## config.mk

```make
export PLATFORM = sky130hd
export DESIGN_NAME = piso_shift_reg
export DESIGN_NICKNAME = d
export VERILOG_FILES = /design/src/rtl/piso_shift_reg.sv
export SDC_FILE = /design/constraint.sdc
export NUM_CORES = 1
export LEC_CHECK = 0
export CORE_AREA = 2 2 39 41
export CTS_CLUSTER_SIZE = 40
export DETAILED_ROUTE_END_ITERATION = 6
export DIE_AREA = 0 0 41 43
export PLACE_DENSITY = 0.76
export SETUP_SLACK_MARGIN = 0.02
export SLEW_MARGIN = 20
export SYNTH_ARGS = -nofsm -noshare
export SYNTH_HDL_FRONTEND = slang
export SYNTH_SLANG_ARGS = --single-unit
```

## constraint.sdc

```tcl
create_clock -name clk -period 2.1 [get_ports clk]
set_clock_uncertainty 0.2 [all_clocks]
set_input_delay 0.315 -clock clk [delete_from_list [all_inputs] [get_ports clk]]
set_output_delay 0.315 -clock clk [all_outputs]
set_load 0.02 [all_outputs]
```

## src/rtl/piso_shift_reg.sv

```systemverilog
// Parametrised parallel-in/serial-out shift register with load/ready handshake.
// Define PISO_PARITY_EN to append an even-parity bit after each data frame.
module piso_shift_reg #(
    parameter int WIDTH     = 4,
    parameter int MSB_FIRST = 1
) (
    input  logic             clk,
    input  logic             rst,
    input  logic             load,
    input  logic [WIDTH-1:0] a,
    input  logic             shift_en,
    output logic             ready,
    output logic             busy,
    output logic             sout,
    output logic             sout_valid,
    output logic             done,
    output logic [WIDTH-1:0] qn
);

    localparam int CW = $clog2(WIDTH + 1);

    typedef enum logic [1:0] {
        IDLE   = 2'd0,
`ifdef PISO_PARITY_EN
        PARITY = 2'd2,
`endif
        SHIFT  = 2'd1
    } state_t;

    state_t           state_q, state_d;
    logic [WIDTH-1:0] sr_q, sr_d;
    logic [CW-1:0]    cnt_q, cnt_d;
    logic             done_q, done_d;
    logic             sout_c, valid_c;
`ifdef PISO_PARITY_EN
    logic             par_q, par_d;
`endif

    always_ff @(posedge clk or posedge rst) begin
        if (rst) begin
            state_q <= IDLE;
            sr_q    <= '0;
            cnt_q   <= '0;
            done_q  <= 1'b0;
`ifdef PISO_PARITY_EN
            par_q   <= 1'b0;
`endif
        end else begin
            state_q <= state_d;
            sr_q    <= sr_d;
            cnt_q   <= cnt_d;
            done_q  <= done_d;
`ifdef PISO_PARITY_EN
            par_q   <= par_d;
`endif
        end
    end

    always_comb begin
        state_d = state_q;
        sr_d    = sr_q;
        cnt_d   = cnt_q;
        done_d  = 1'b0;
        sout_c  = 1'b0;
        valid_c = 1'b0;
`ifdef PISO_PARITY_EN
        par_d   = par_q;
`endif
        unique case (state_q)
            IDLE: begin
                if (load) begin
                    sr_d    = a;
                    cnt_d   = CW'(WIDTH);
                    state_d = SHIFT;
`ifdef PISO_PARITY_EN
                    par_d   = ^a;
`endif
                end
            end
            SHIFT: begin
                valid_c = 1'b1;
                sout_c  = (MSB_FIRST != 0) ? sr_q[WIDTH-1] : sr_q[0];
                if (shift_en) begin
                    // Vacated positions fill with zero in both directions
                    sr_d  = (MSB_FIRST != 0) ? (sr_q << 1) : (sr_q >> 1);
                    cnt_d = cnt_q - CW'(1);
                    if (cnt_q == CW'(1)) begin
`ifdef PISO_PARITY_EN
                        state_d = PARITY;
`else
                        state_d = IDLE;
                        done_d  = 1'b1;
`endif
                    end
                end
            end
`ifdef PISO_PARITY_EN
            PARITY: begin
                valid_c = 1'b1;
                sout_c  = par_q;
                if (shift_en) begin
                    state_d = IDLE;
                    done_d  = 1'b1;
                end
            end
`endif
            default: state_d = IDLE;
        endcase
    end

    assign ready      = (state_q == IDLE);
    assign busy       = ~ready;
    assign sout       = sout_c;
    assign sout_valid = valid_c;
    assign done       = done_q;
    assign qn         = sr_q;

endmodule
```

Word-level counts from Yosys, hierarchy flattened. Index checks and enable logic that the tools add are counted.

Flip-flop bits (word level): 10. Bits in latches: 0. RAM bits: 0. Memory bits (read-only): 0. Input bits: 8. Output and inout port bits: 9. Word-level logic and storage cells: 30. Memories: 0.

Add/sub/neg operators: 1. Multiply operators: 0. Divide/modulo/power cells: 0. Magnitude comparators: 0. Equality and inequality tests: 5. Shifts and indexed selects: 0. Muxes and demuxes: 15. Bitwise operators: 1. Reduce and logical (&&, ||, !) cells: 4.

Operators by type and width (number): 4-bit 2-to-1 mux (2); 4-bit one-hot mux with 2 select lines (1); 2-bit 2-to-1 mux (3); 3-bit 2-to-1 mux (2); 2-bit inequality test (second input constant) (3); 3-bit one-hot mux with 2 select lines (1); 3-bit AND reduction (2); 1-bit 2-to-1 mux (5); 2-bit one-hot mux with 2 select lines (1); 3-bit by 1-bit equality test with 1-bit output (second input constant) (1); 3-bit by 1-bit subtractor with 3-bit output (second input constant) (1); 2-bit by 1-bit equality test with 1-bit output (second input constant) (1); 2-bit zero test (1); 2-bit nonzero test (1); 1-bit NOT (1).

Depth between registers and ports, before layout.
Depth after elaboration: 4. Mapped depth: 4. Gate-level depth less buffers: 4.

Least setup slack after synthesis. Ideal clock, no wire load.

Path type: register to output. Start point: register state_q[0]. End point: output sout. Arrival time: 934 ps. Required time: 1585 ps. Slack: 651 ps. Cell stages (with the launch flop): 3. Path buffers: 1. Cells stage by stage: dfrtp_1 -> buf_4 -> and2_1.

Word-level cells in the longest chain between the ends: 2.

Ends and longest elaborated chain: from (decl) (line 30) `state_t state_q, state_d;`; from (signal assigned) (line 49) `state_q <= state_d;`; 2-bit by 1-bit equality test with 1-bit output (line 69) `unique case (state_q)`; 1-bit 2-to-1 mux (line 69); to (decl) (line 14) `output logic sout,`.

No other way between the ends.

Worst setup path in the final report. Ends and elaborated chain as after synthesis.

==> impl_metrics.yaml <==
logic_synthesis:
  synth_seq_cells: 9
  yosys_warnings: 0
  synth_area_um2: 458
  synth.avg_cell_area_um2: 11.7
  syn_nets: 49
  yosysSeqAreaShare_pct: 49.2
  yosysTopAreaCellShare_pct: 49.2
  synthTopCellsByArea: "dfrtp_1 (49%), mux2i_1 (6.6%), ha_1 (5.5%)"
  synth_cells: 39
  yosys.area.top_type: "dfrtp_1"
  synth.distinct_cells: 19
sta:
  setup_violations: 0
  relSlewSlack_pct: 76.4
  fin_ws_ns: 0.181
  fin_crit_sh_pct: 91.4
  period_needed_ns: 1.92
  final.setup.tns_ns: 0
  slew_viol_final: 0
  tightest_slew_ns: 0.354
  rsz0062_at_grt: "no"
  max_clock_freq_mhz: 521
  finalHoldViolCount: 0
die:
  core_area_mm2: 0.00138
  chipWidth_um: 41
  start_util_pct: 33.1
  die_y_um: 43
  die_area_mm2: 0.00176
  fp-row-count: 14
  num_io_pins: 17
placed_design:
  dp_hpwl_um: 768
  dp_worst_setup_slack_ns: 0.274
  finalWeightedCongestion: 0.665
  portBuffers: 16
  dp_cells: 70
detailed_routing:
  viasPerCell: 5.00
  route.detailed.drc: 0
  drt_pass1_iterations: 4
  wl_per_cell_um: 13.5
  ant_nets: 0
  wl_um: 999
  via_count: 370
  drt_iter0_markers: 18
cells_and_area:
  final_cells: 74
  syn_to_final_growth_pct: 43.4
  multiInputGateArea_um2: 199
  drive_above_1_share_pct: 12.1
  nets: 69
  diodes: 0
  final_common_cell: "clkdlybuf4s50_1"
  regArea_um2: 225
  final.fill_count: 144
  final_cell_mix: "clkdlybuf4s50_1 (16), dfrtp_1 (9), inv_1 (5)"
  utilization_pct: 47.5
setup_path:
  crit_family: "buffers and inverters"
  crit_path_top_delay_cell: "clkdlybuf4s50_1"
  worstSetupPathType: "flop to output pin"
  cp_max_fo: 6
  cp-start-kind: "flop"
  ff2ff_path_depth: 3
  r2r-start: "state_q[0]"
  cp.required_ns: 1.58
  r2r_slack_ns: 0.62
  cp_num_buf_inv: 1
  endpoint_kind: "output pin"
  crit_chain: "and2_1, clkdlybuf4s50_1"
  critPathMaxStageDelay_ns: 0.59
  critPathArrivalTime_ns: 1.40
  timing.rr.end: "qn[3]"
cts:
  cts.clk_slew.worst_paths_ns: 0.06
  cts_setup_buffers: 0
  cts.hold.buffers_added: 0
  cts_inserted_buffers: 3
  clock_path_buffers: 2
  clk_latency_ns: 0.26
  clkSinkCount: 9
  cts_tree: "yes"
  root_buffer: "clkbuf_4"
  cts_resized: 0
  h-tree-depth: 1
grt:
  globalRouteTotalUtil_pct: 14.1
  overflow: 0
  grt_pass1_wl_mm: 1.66
  first_global_vias: 375
  antenna_found_initial: 0
  grt_max_degree: 10
pwr:
  power_density_mw_per_mm2: 1240
  power_leakage_nw: 0.322
  worst_ir_drop_vdd_uv: 435
status:
  outcome: "finished clean"
flow_run:
  drv_cap: 0
min_path:
  hold_class: "input pin to async pin"
## routing by layer
metal  routed length [um]  vias up  GRT usage [%]  share of wire (%)
li1                     -      175              -                  -
met3                  106        2           4.19                 11
met4                    8        0           6.00               0.80
met2                  466       21           20.9                 47
met1                  418      172           18.3                 42
met5                    0        -              0                  0
## flip-flops by register name (all words and copies together), names as in the netlist
name	count
state_q	1
done	1
cnt_q	3
qn	4
## logic make-up (layout without fill, tap and decap cells)
family | after synthesis | count (layout) | synth area share (%)
fa+ha+maj | 2 | 2 | 5.46
simple gates | 10 | 10 | 14.2
compound gates | 6 | 6 | 11.8
buf+inv | 7 | 26 | 7.38
mux | 5 | 5 | 12.0
flops | 9 | 9 | 49.2
## layout make-up
type                    count  area share [%]
clock buffers               4            4.00
repair buffers             17            25.5
multi-input cells          23            30.3
inverters                   5            2.86
flip-flops and latches      9            34.3
well taps                  16            3.05
## synth_stat cells, drive strengths merged
cell type	n
and4b	1
ha	2
nand3b	1
inv	5
mux2	1
dfrtp	9
and3	1
a21bo	1
nor2	2
and2b	1
mux2i	4
buf	2
a31oi	1
a22o	2
nor3	1
a221o	2
and2	2
and3b	1
## per-stage QoR
| stage | hold WS, ns | power [mW] | instance area [um2] |
|---|---|---|---|
| 3_5_place_dp | 0.293 | 0.685 | 631 |
| 4_1_cts | 0.134 | 0.823 | 657 |
| 6_report | 0.117 | 0.814 | 657 |
| 2_1_floorplan | -0.0571 | 0.531 | 458 |
| 3_3_place_gp | 0.297 | 0.675 | 631 |
| 5_1_grt | 0.163 | 0.881 | 657 |
## how the worst max path moves through the flow
| stage | start | end | cells after the start |
|---|---|---|---|
| after floorplan | state_q[0] | sout | 2 |
| after global routing | state_q[0] | sout | 2 |
| after detailed placement | load | qn[3] | 3 |
| final | state_q[0] | sout | 2 |
| after global placement | load | qn[3] | 3 |
| after CTS | state_q[0] | sout | 2 |
## power breakdown
group | internal [mW] | switching (mW)
Clock | 0.0733 | 0.0615
Combinational | 0.214 | 0.184
Sequential | 0.235 | 0.0468
Total | 0.522 | 0.292
No activity file was read; power rests on OpenSTA's default activity.
